File: src/rtl/debug_mode_ctrl.sv
// -----------------------------------------------------------------------------
// debug_mode_ctrl
//
// Top-level sequencer of the debugger unit. Decodes command bytes from the
// UART receiver and launches exactly one sub-controller at a time (program
// loader, continuous run, single step). While run or step is active, that mode
// owns the shared register-dump sender, and the sender's completion strobe is
// routed back to it. Also reports the active mode, the per-command cycle count
// and the number of rejected command bytes.
//
// Ports
//   clk, rst                         clock, synchronous active-low reset
//   i_rx_data, is_rx_done            received UART byte + valid strobe
//   os_start_load/run/step           one-cycle start pulse to a sub-controller
//   is_load_done/run_done/step_done  completion strobes from sub-controllers
//   is_send_req_run/step             sender requests from run / step
//   os_start_send, is_done_send      shared sender start / completion
//   os_done_send_run/step            sender completion routed to owner
//   os_cmd_done                      one-cycle pulse when a command finishes
//   o_mode                           0 none, 1 load, 2 run, 3 step
//   o_loaded                         a program has been loaded
//   o_cmd_cycles                     WAIT cycles of the current/last command
//   o_err_count                      rejected command bytes, saturating
// -----------------------------------------------------------------------------
module debug_mode_ctrl #(
  parameter logic [7:0] CMD_LOAD = 8'h0A,
  parameter logic [7:0] CMD_RUN  = 8'h0B,
  // Must differ from the step-trigger byte 8'h0F used inside step mode.
  parameter logic [7:0] CMD_STEP = 8'h0C
) (
  input  logic        clk,
  input  logic        rst,
  input  logic [7:0]  i_rx_data,
  input  logic        is_rx_done,
  output logic        os_start_load,
  output logic        os_start_run,
  output logic        os_start_step,
  input  logic        is_load_done,
  input  logic        is_run_done,
  input  logic        is_step_done,
  input  logic        is_send_req_run,
  input  logic        is_send_req_step,
  output logic        os_start_send,
  input  logic        is_done_send,
  output logic        os_done_send_run,
  output logic        os_done_send_step,
  output logic        os_cmd_done,
  output logic [1:0]  o_mode,
  output logic        o_loaded,
  output logic [31:0] o_cmd_cycles,
  output logic [7:0]  o_err_count
);

  typedef enum logic [2:0] {
    IDLE, START_LOAD, WAIT_LOAD, START_RUN, WAIT_RUN, START_STEP, WAIT_STEP, FINISH
  } state_e;

  typedef enum logic [1:0] {
    MODE_NONE = 2'd0, MODE_LOAD = 2'd1, MODE_RUN = 2'd2, MODE_STEP = 2'd3
  } mode_e;

  state_e      state_q, state_d;
  mode_e       mode_q, mode_d;
  logic        loaded_q, loaded_d;
  logic [31:0] cycles_q, cycles_d;
  logic [7:0]  err_q, err_d;
  logic        start_load_q, start_load_d;
  logic        start_run_q, start_run_d;
  logic        start_step_q, start_step_d;
  logic        cmd_done_q, cmd_done_d;

  logic [31:0] cycles_inc;
  assign cycles_inc = (cycles_q == 32'hFFFF_FFFF) ? cycles_q : cycles_q + 32'd1;

  always_comb begin
    // NOTE: every signal gets a default before the case so no path leaves it
    // unassigned; otherwise synthesis infers a latch.
    state_d      = state_q;
    mode_d       = mode_q;
    loaded_d     = loaded_q;
    cycles_d     = cycles_q;
    err_d        = err_q;
    start_load_d = 1'b0;
    start_run_d  = 1'b0;
    start_step_d = 1'b0;
    cmd_done_d   = 1'b0;

    // Next-state decision.
    unique case (state_q)
      IDLE: begin
        if (is_rx_done) begin
          if (i_rx_data == CMD_LOAD)                  state_d = START_LOAD;
          else if (i_rx_data == CMD_RUN  && loaded_q) state_d = START_RUN;
          else if (i_rx_data == CMD_STEP && loaded_q) state_d = START_STEP;
          else if (err_q != 8'hFF)                    err_d   = err_q + 8'd1;
        end
      end
      START_LOAD: state_d = WAIT_LOAD;
      START_RUN:  state_d = WAIT_RUN;
      START_STEP: state_d = WAIT_STEP;
      // Received bytes are ignored while waiting: they belong to the active
      // sub-controller (e.g. step triggers).
      WAIT_LOAD: begin
        cycles_d = cycles_inc;
        if (is_load_done) state_d = FINISH;
      end
      WAIT_RUN: begin
        cycles_d = cycles_inc;
        if (is_run_done) state_d = FINISH;
      end
      WAIT_STEP: begin
        cycles_d = cycles_inc;
        if (is_step_done) state_d = FINISH;
      end
      FINISH:  state_d = IDLE;
      default: begin
        state_d  = IDLE;
        mode_d   = MODE_NONE;
        loaded_d = 1'b0;
        cycles_d = '0;
        err_d    = '0;
      end
    endcase

    // Outputs are decoded from the next state and registered, so each one is
    // a clean Moore output of the state it belongs to.
    case (state_d)
      START_LOAD: begin start_load_d = 1'b1; mode_d = MODE_LOAD; cycles_d = '0; end
      START_RUN:  begin start_run_d  = 1'b1; mode_d = MODE_RUN;  cycles_d = '0; end
      START_STEP: begin start_step_d = 1'b1; mode_d = MODE_STEP; cycles_d = '0; end
      FINISH: begin
        cmd_done_d = 1'b1;
        if (mode_q == MODE_LOAD) loaded_d = 1'b1;
      end
      IDLE:    mode_d = MODE_NONE;
      default: ;
    endcase
  end

  // NOTE: sequential state uses non-blocking assignments so every register
  // samples the pre-edge values, independent of statement order.
  always_ff @(posedge clk) begin
    if (!rst) begin
      state_q      <= IDLE;
      mode_q       <= MODE_NONE;
      loaded_q     <= 1'b0;
      cycles_q     <= '0;
      err_q        <= '0;
      start_load_q <= 1'b0;
      start_run_q  <= 1'b0;
      start_step_q <= 1'b0;
      cmd_done_q   <= 1'b0;
    end else begin
      state_q      <= state_d;
      mode_q       <= mode_d;
      loaded_q     <= loaded_d;
      cycles_q     <= cycles_d;
      err_q        <= err_d;
      start_load_q <= start_load_d;
      start_run_q  <= start_run_d;
      start_step_q <= start_step_d;
      cmd_done_q   <= cmd_done_d;
    end
  end

  // Sender arbitration: only the active run/step mode reaches the sender;
  // requests from any other mode are dropped, not queued.
  assign os_start_send     = (mode_q == MODE_RUN  && is_send_req_run) ||
                             (mode_q == MODE_STEP && is_send_req_step);
  assign os_done_send_run  = (mode_q == MODE_RUN)  && is_done_send;
  assign os_done_send_step = (mode_q == MODE_STEP) && is_done_send;

  assign os_start_load = start_load_q;
  assign os_start_run  = start_run_q;
  assign os_start_step = start_step_q;
  assign os_cmd_done   = cmd_done_q;
  assign o_mode        = mode_q;
  assign o_loaded      = loaded_q;
  assign o_cmd_cycles  = cycles_q;
  assign o_err_count   = err_q;

endmodule

File: config.mk
export PLATFORM = sky130hd
export DESIGN_NAME = debug_mode_ctrl
export DESIGN_NICKNAME = d
export VERILOG_FILES = /design/src/rtl/debug_mode_ctrl.sv
export SDC_FILE = /design/constraint.sdc
export NUM_CORES = 1
export LEC_CHECK = 0
export BUFFER_PORTS_ARGS = -buffer_cell sky130_fd_sc_hd__buf_4
export CAP_MARGIN = 20
export CORE_MARGIN = 2
export CORE_UTILIZATION = 53
export DETAILED_ROUTE_END_ITERATION = 6
export PLACE_DENSITY_LB_ADDON = 0.12
export SYNTH_ARGS = -nofsm -noshare
export SYNTH_HDL_FRONTEND = slang
export SYNTH_SLANG_ARGS = --single-unit
File: constraint.sdc
create_clock -name clk -period 2.45 [get_ports clk]
set_input_delay 0.1225 -clock clk [delete_from_list [all_inputs] [get_ports clk]]
set_output_delay 0.1225 -clock clk [all_outputs]
set_load 0.01 [all_outputs]
==> tab_implementation.tex, run 1 <==
\begin{tabular}{lr}
\hline
Metric & Value \\
\hline
\multicolumn{2}{l}{\textbf{Synthesis}} \\
\quad Number of enable-type register cells in the synthesized netlist & 0 \\
\quad Synth Flop Type & dfxtp\_1 \\
\quad Average cell area after synthesis & 8.41 µm² \\
\quad Cell accounting for the most synthesized area & dfxtp\_1 \\
\quad Leading cell types by total area after synthesis & dfxtp\_1, a21oi\_1, or3\_1 \\
\quad Fraction of registers with async set or reset after synthesis & 0\% \\
\quad Synthesis-stage register bit count & 50 \\
\quad Sequential fraction of the synthesis area & just under 40\% \\
\quad Share of Yosys cell area claimed by the top area cell type & 39.0\% \\
\quad Gate count of the mapped netlist & 305 \\
\quad Post-synthesis cell type count & 58 \\
\quad Synthesis Warnings & 0 \\
\quad Syn Std Cell Area & 0.00256 mm² \\
\quad Number of nets produced by synthesis & 324 \\
\multicolumn{2}{l}{\textbf{Timing}} \\
\quad Worst Slack Setup Final & 0.327 ns \\
\quad RSZ-0062 raised after global routing & false \\
\quad Achievable frequency & 471 MHz \\
\quad Hold violation count in the final report & 0 \\
\quad Worst Tran Pin Value & $\sim$0.6 ns \\
\quad Part of the cycle the worst path needs & 86.7\% \\
\quad Max Slew Vio Count & 0 \\
\quad Final setup skew & 0.00930 ns \\
\quad Final setup fails & 0 \\
\quad Minimum clock period after layout & 2.12 ns \\
\quad Slew Limit Headroom & between 50 and 60\% \\
\quad Final total negative setup slack & 0 ns \\
\multicolumn{2}{l}{\textbf{Critical path}} \\
\quad Startpoint of the lowest-slack register-to-register path & o\_cmd\_cycles[0]\$\_SDFFE\_PP0P\_ \\
\quad CP startpoint kind & flop \\
\quad Arrival time at the worst endpoint & 2.32 ns \\
\quad Endpoint of the lowest-slack register-to-register path & o\_cmd\_cycles[30]\$\_SDFFE\_PP0P\_ \\
\quad Element type at the critical path end & flop \\
\quad Classification of the worst setup path & reg2reg \\
\quad Cells on worst reg2reg path & 6 \\
\quad Required @ worst endpoint & 2.65 ns \\
\quad Reg2reg setup slack & 0.33 ns \\
\quad Crit-path max FO & 5 \\
\multicolumn{2}{l}{\textbf{Final layout}} \\
\quad Number of nets in the finished design & approximately 390 \\
\quad Commonest cells after routing, fill and taps aside & buf\_4, dfxtp\_1, a21oi\_1 \\
\quad Fraction of final layout cells sized beyond drive strength 1 & 24.4\% \\
\quad Utilization after layout & 68.5\% \\
\quad Count of antenna diodes in the layout & 0 \\
\quad Leading cell type in the layout, fill and taps excluded & buf\_4 \\
\quad Non-filler cells in the finished layout & approximately 430 \\
\quad Design area & 0.00321 mm² \\
\quad Synthesis-to-layout area growth & 25.3\% \\
\multicolumn{2}{l}{\textbf{Min path}} \\
\quad Launch point of the worst hold path & rst \\
\quad Worst min path class & in2reg \\
\quad Hold Path Depth & 2 \\
\quad Hold EP & o\_err\_count[6]\$\_SDFFE\_PN0P\_ \\
\multicolumn{2}{l}{\textbf{Job}} \\
\quad Max-cap violations & 0 \\
\multicolumn{2}{l}{\textbf{Place}} \\
\quad Cell Count Post-Placement & between 400 and 500 \\
\quad Port Buf Inserts & 66 \\
\quad Worst slack at placement & 0.367 ns \\
\quad HPWL reported at the end of detailed placement & 4250 µm \\
\quad DP Area & 0.00312 mm² \\
\quad Final RePlAce weighted congestion & 0.807 \\
\multicolumn{2}{l}{\textbf{Floorplanning}} \\
\quad Horizontal extent of the die & 73.6 µm \\
\quad Core ar. & between 0.004 and 0.005 mm² \\
\quad Full die area & 0.00541 mm² \\
\quad Total I/O pin count & 67 \\
\quad Initial cell density of the core & 54.6\% \\
\quad Number of placement rows & 25 \\
\quad Die Y-Extent & 73.6 µm \\
\multicolumn{2}{l}{\textbf{Clock tree}} \\
\quad CTS clock-pin slew for the worst setup and hold paths & around 0.09 ns \\
\quad Number of instances resized during post-cts repair & 0 \\
\quad H-Tree Level Count & 2 \\
\quad Hold Buf Count CTS & 0 \\
\quad Sink count of the clock tree & 50 \\
\quad CTS tree & done \\
\quad Number of buffers inserted during clock tree synthesis & 5 \\
\quad Root Buffer Master & clkbuf\_8 \\
\quad Setup repair bufs after CTS & 0 \\
\quad Clock network latency to the later pin of the worst-skew pair & roughly 0.3 ns \\
\quad CTS max path bufs & 2 \\
\multicolumn{2}{l}{\textbf{Global routing}} \\
\quad Global-route usage over all layers & 21.8\% \\
\quad Global-route wire length before repair & between 9000 and 10000 µm \\
\quad Largest net degree at the start of global routing & 25 \\
\quad Initial antenna violation count & 0 \\
\quad Overall overflow remaining after global route & 0 \\
\quad Vias in the first global route & 2153 \\
\multicolumn{2}{l}{\textbf{Power and ir drop}} \\
\quad Static Leakage & 1.25 nW \\
\quad Worst vdd ir & 0.253 mV \\
\quad Power Dens Cells & approximately 470 mW/mm² \\
\multicolumn{2}{l}{\textbf{Drt}} \\
\quad Initial DRC count & 138 \\
\quad Average wire per cell in the routed design & 13.4 µm \\
\quad Total DRC errors in the routed layout & 0 \\
\quad Detailed-route vias per instance & 5.76 \\
\quad Antenna violation net count after detailed routing & 0 \\
\quad Via Count & 2461 \\
\quad First-pass iteration count of the detailed router & 4 \\
\quad Post-detailed-routing wire length & 5740 µm \\
\multicolumn{2}{l}{\textbf{Status}} \\
\quad Outcome & finished clean \\
\hline
\end{tabular}
[state kept, by name (all words and copies together), names as in the netlist]
register	count
o_err_count	8
os_start_run	1
os_cmd_done	1
o_mode	2
o_cmd_cycles	32
os_start_step	1
os_start_load	1
o_loaded	1
state_q	3
[area by class of cell]
class                           count  area (µm²)
Fill cell                         394        1480
Inverter                           10        37.5
Multi-Input combinational cell    236        1480
Tap cell                           54        67.6
Clock buffer                        7        86.3
Timing Repair Buffer               69         531
Sequential cell                    50        1000
Clock inverter                      1        5.00
[per-stage QoR]
step / total power [mW] / hold WS [ns]
floorplan: 0.959 / 0.339
global placement: 1.02 / 0.474
detailed placement: 1.02 / 0.481
CTS: 1.51 / 0.159
global route: 1.56 / 0.167
finish: 1.50 / 0.163
[cell usage after synthesis (all sizes together), types with 8 or more instances]
master and n:
dfxtp 50, a21oi 31, nand2 29, o21ai 25
or3 24, nor2 16, nand3 14, nand4 12
inv 10, mux2i 8
[cell families (layout without fill, tap and decap cells)]
group	Yosys count	in the layout	synth area share (%)
DFF	50	50	39.0
xor gates and xnor gates	4	4	1.37
and+or+nand+nor	144	144	33.4
AOI/OAI and AO/OA	78	78	19.0
buffers and inverters	19	87	3.07
adders and majority gates	2	2	0.976
muxes	8	8	3.12
[how the worst max path moves through the flow]
stage / start / slack (ns) / cells past startpoint / endpoint
global placement: o_cmd_cycles[0]$_SDFFE_PP0P_ / 0.44 / 6 / o_cmd_cycles[30]$_SDFFE_PP0P_
floorplan: o_cmd_cycles[0]$_SDFFE_PP0P_ / 0.50 / 6 / o_cmd_cycles[30]$_SDFFE_PP0P_
detailed placement: o_cmd_cycles[0]$_SDFFE_PP0P_ / 0.37 / 6 / o_cmd_cycles[30]$_SDFFE_PP0P_
finish: o_cmd_cycles[0]$_SDFFE_PP0P_ / 0.33 / 6 / o_cmd_cycles[30]$_SDFFE_PP0P_
CTS: o_cmd_cycles[0]$_SDFFE_PP0P_ / 0.35 / 6 / o_cmd_cycles[30]$_SDFFE_PP0P_
global route: o_cmd_cycles[0]$_SDFFE_PP0P_ / 0.16 / 6 / o_cmd_cycles[30]$_SDFFE_PP0P_
[power breakdown]
| group | internal [mW] | leakage, nW | switching (mW) | total, mW |
|---|---|---|---|---|
| clock network | 0.228 | 0.0482 | 0.267 | 0.496 |
| logic | 0.0747 | 0.802 | 0.0826 | 0.157 |
| registers | 0.828 | 0.403 | 0.0211 | 0.849 |
[worst max-delay path: stages (launching register included)]
cell	delay (ns)
dfxtp_1	0.39
ha_1	0.22
nand2_1	0.10
nor4_1	0.46
nand3_1	0.21
or4b_1	0.50
o211a_1	0.14
[routing by layer]
| metal | share of wire [%] | up-vias | track usage [%] | routed length [µm] |
|---|---|---|---|---|
| met3 | 5.1 | 5 | 4.53 | 290 |
| li1 | - | 1266 | - | - |
| met4 | 1.1 | 0 | 6.26 | 63 |
| met2 | 49 | 63 | 37.8 | 2820 |
| met5 | 0 | - | 0 | 0 |
| met1 | 45 | 1127 | 27.3 | 2570 |
Power figures use the tool's default switching activity.
==> run 2: changes to the inputs <==
Settings changed: CORE_MARGIN 2 to 3.
==> tab_implementation.tex, run 2 (synthesis results as in run 1) <==
\begin{tabular}{lr}
\hline
Metric & Value \\
\hline
\multicolumn{2}{l}{\textbf{Status}} \\
\quad Outcome & finished clean \\
\multicolumn{2}{l}{\textbf{Timing}} \\
\quad Minimum clock period after layout & roughly 2.1 ns \\
\quad Achievable frequency & between 400 and 500 MHz \\
\quad Final setup skew & 0.00590 ns \\
\quad Max Slew Vio Count & 0 \\
\quad Part of the cycle the worst path needs & 84.6\% \\
\quad Final total negative setup slack & 0 ns \\
\quad Hold violation count in the final report & 0 \\
\quad Final setup fails & 0 \\
\quad Worst Tran Pin Value & 0.676 ns \\
\quad Slew Limit Headroom & a little over half \\
\quad RSZ-0062 raised after global routing & false \\
\multicolumn{2}{l}{\textbf{Critical path}} \\
\quad Required @ worst endpoint & 2.66 ns \\
\quad Arrival time at the worst endpoint & 2.28 ns \\
\quad Classification of the worst setup path & reg2reg \\
\quad CP startpoint kind & flop \\
\quad Family of cells with the greatest summed delay on the critical path & simple AND/OR/NAND/NOR gates \\
\quad Number of buffer and inverter instances along the worst setup path & 0 \\
\quad Sequence of cells on the critical path & ha\_1 > nand2\_1 > nor4\_1 > nand3\_1 > or4b\_1 > o211a\_1 \\
\quad Crit-path max FO & 5 \\
\quad Element type at the critical path end & flop \\
\quad Critical Path Slowest Stage Cell & or4b\_1 \\
\quad Highest cell delay on the worst timing path & roughly 0.5 ns \\
\multicolumn{2}{l}{\textbf{Power and ir drop}} \\
\quad Int Pwr & $\sim$1.2 mW \\
\quad Worst vdd ir & between 0.3 and 0.4 mV \\
\quad Reg power frac & 52.5\% \\
\quad Static Leakage & about 1.3 nW \\
\quad Power Dens Cells & 500 mW/mm² \\
\quad Combinational power share & 9.8\% \\
\quad Clock Power Share & 37.7\% \\
\quad Switching fraction of total power & 24.8\% \\
\quad P\_sw & about 400 µW \\
\multicolumn{2}{l}{\textbf{Drt}} \\
\quad First-pass iteration count of the detailed router & 4 \\
\quad Post-detailed-routing wire length & 6320 µm \\
\quad Via Count & 2562 \\
\quad Total DRC errors in the routed layout & 0 \\
\quad Detailed-route vias per instance & 6.03 \\
\quad Routed wl met2 & 3110 µm \\
\quad Initial DRC count & between 100 and 150 \\
\quad Top layer in use & met4 \\
\quad Post-route met1 wirelength & 2860 µm \\
\quad Antenna violation net count after detailed routing & 0 \\
\quad Routed met3 length & between 200 and 300 µm \\
\quad Average wire per cell in the routed design & around 15 µm \\
\multicolumn{2}{l}{\textbf{Global routing}} \\
\quad Global-route usage over all layers & 22.7\% \\
\quad Global-route wire length before repair & 10300 µm \\
\quad Vias in the first global route & roughly 2300 \\
\quad Overall overflow remaining after global route & 0 \\
\quad Largest net degree at the start of global routing & 25 \\
\quad Initial antenna violation count & 0 \\
\multicolumn{2}{l}{\textbf{Clock tree}} \\
\quad Sink count of the clock tree & 50 \\
\quad CTS tree & done \\
\quad Number of buffers inserted during clock tree synthesis & 5 \\
\quad Root Buffer Master & clkbuf\_8 \\
\quad Hold Buf Count CTS & 0 \\
\quad CTS max path bufs & 2 \\
\quad Number of instances resized during post-cts repair & 0 \\
\quad H-Tree Level Count & 2 \\
\quad CTS clock-pin slew for the worst setup and hold paths & 0.10 ns \\
\quad Setup repair bufs after CTS & 0 \\
\quad Clock network latency to the later pin of the worst-skew pair & a little over 0.3 ns \\
\multicolumn{2}{l}{\textbf{Final layout}} \\
\quad Count of antenna diodes in the layout & 0 \\
\quad Number of nets in the finished design & between 300 and 400 \\
\quad Synthesis-to-layout area growth & 26.2\% \\
\quad Fraction of final layout cells sized beyond drive strength 1 & 24.7\% \\
\quad Largest register FFs & 32 \\
\quad Leading cell type in the layout, fill and taps excluded & buf\_4 \\
\quad Non-filler cells in the finished layout & 425 \\
\quad Commonest cells after routing, fill and taps aside & buf\_4, dfxtp\_1, a21oi\_1 \\
\multicolumn{2}{l}{\textbf{Place}} \\
\quad HPWL reported at the end of detailed placement & 4660 µm \\
\quad Final RePlAce weighted congestion & 0.826 \\
\quad Cell Count Post-Placement & 417 \\
\quad Port Buf Inserts & 66 \\
\multicolumn{2}{l}{\textbf{Floorplanning}} \\
\quad Horizontal extent of the die & 75.6 µm \\
\quad Number of placement rows & 24 \\
\quad Initial cell density of the core & 56.9\% \\
\quad Full die area & 0.00571 mm² \\
\quad Total I/O pin count & 67 \\
\quad Core ar. & 0.00450 mm² \\
\quad Die Y-Extent & 75.6 µm \\
\multicolumn{2}{l}{\textbf{Job}} \\
\quad Max-cap violations & 0 \\
\multicolumn{2}{l}{\textbf{Min path}} \\
\quad Worst min path class & in2reg \\
\hline
\end{tabular}
[run 2: cell count changes in the layout (fill, tap and decap cells not counted), sizes merged]
| cell | delta |
|---|---|
| clkinv | -1 |
| clkbuf | -2 |
| inv | +2 |
| bufinv | +1 |
[run 2: worst paths after layout]
path / start / to / slack [ns] / cells past startpoint
min reg2reg: o_cmd_cycles[23]$_SDFFE_PP0P_ / o_cmd_cycles[23]$_SDFFE_PP0P_ / 0.51 / 2
min: rst / o_err_count[6]$_SDFFE_PN0P_ / 0.16 / 2
max reg2reg: o_cmd_cycles[0]$_SDFFE_PP0P_ / o_cmd_cycles[30]$_SDFFE_PP0P_ / 0.38 / 6
max: o_cmd_cycles[0]$_SDFFE_PP0P_ / o_cmd_cycles[30]$_SDFFE_PP0P_ / 0.38 / 6
[run 2: layer usage]
metal	vias to the layer above	global-route usage, %
li1	1267	-
met2	63	38.8
met5	-	0
met4	0	4.85
met3	7	4.62
met1	1225	29.6
[run 2: through the flow]
stage | cell area (µm²) | hold WS [ns] | util (%) | power, mW | setup WS [ns]
2_1_floorplan | 2560 | 0.339 | - | 0.959 | 0.497
3_3_place_gp | 3120 | 0.480 | 69.2 | 1.02 | 0.470
3_5_place_dp | 3120 | 0.494 | 69.2 | 1.03 | 0.384
4_1_cts | 3230 | 0.164 | 71.8 | 1.63 | 0.383
5_1_grt | 3230 | 0.182 | 71.8 | 1.68 | 0.204
6_report | 3230 | 0.165 | 71.8 | 1.62 | 0.377
[run 2: worst register-to-register path, cell delays in order (launching register included)]
cell and delay (ns):
dfxtp_1 0.40, ha_1 0.22, nand2_1 0.11, nor4_1 0.44, nand3_1 0.19, or4b_1 0.49
o211a_1 0.13
[run 2: cell type report]
| class | instances | area (µm²) |
|---|---|---|
| sequential | 50 | 1000 |
| inverter | 10 | 37.5 |
| clock inverter | 3 | 47.5 |
| tap | 52 | 65.1 |
| fill | 378 | 1270 |
| clock buffer | 5 | 68.8 |
| multi-input combinational | 236 | 1480 |
| timing repair buffer | 69 | 531 |
[run 2: power by group through the flow]
| stage | clock network, mW | logic [mW] | registers (mW) |
|---|---|---|---|
| 2_1_floorplan | 0 | 0.0914 | 0.867 |
| 3_3_place_gp | 0 | 0.154 | 0.866 |
| 3_5_place_dp | 0 | 0.159 | 0.868 |
| 4_1_cts | 0.618 | 0.159 | 0.849 |
| 5_1_grt | 0.649 | 0.175 | 0.853 |
| 6_report | 0.609 | 0.158 | 0.849 |
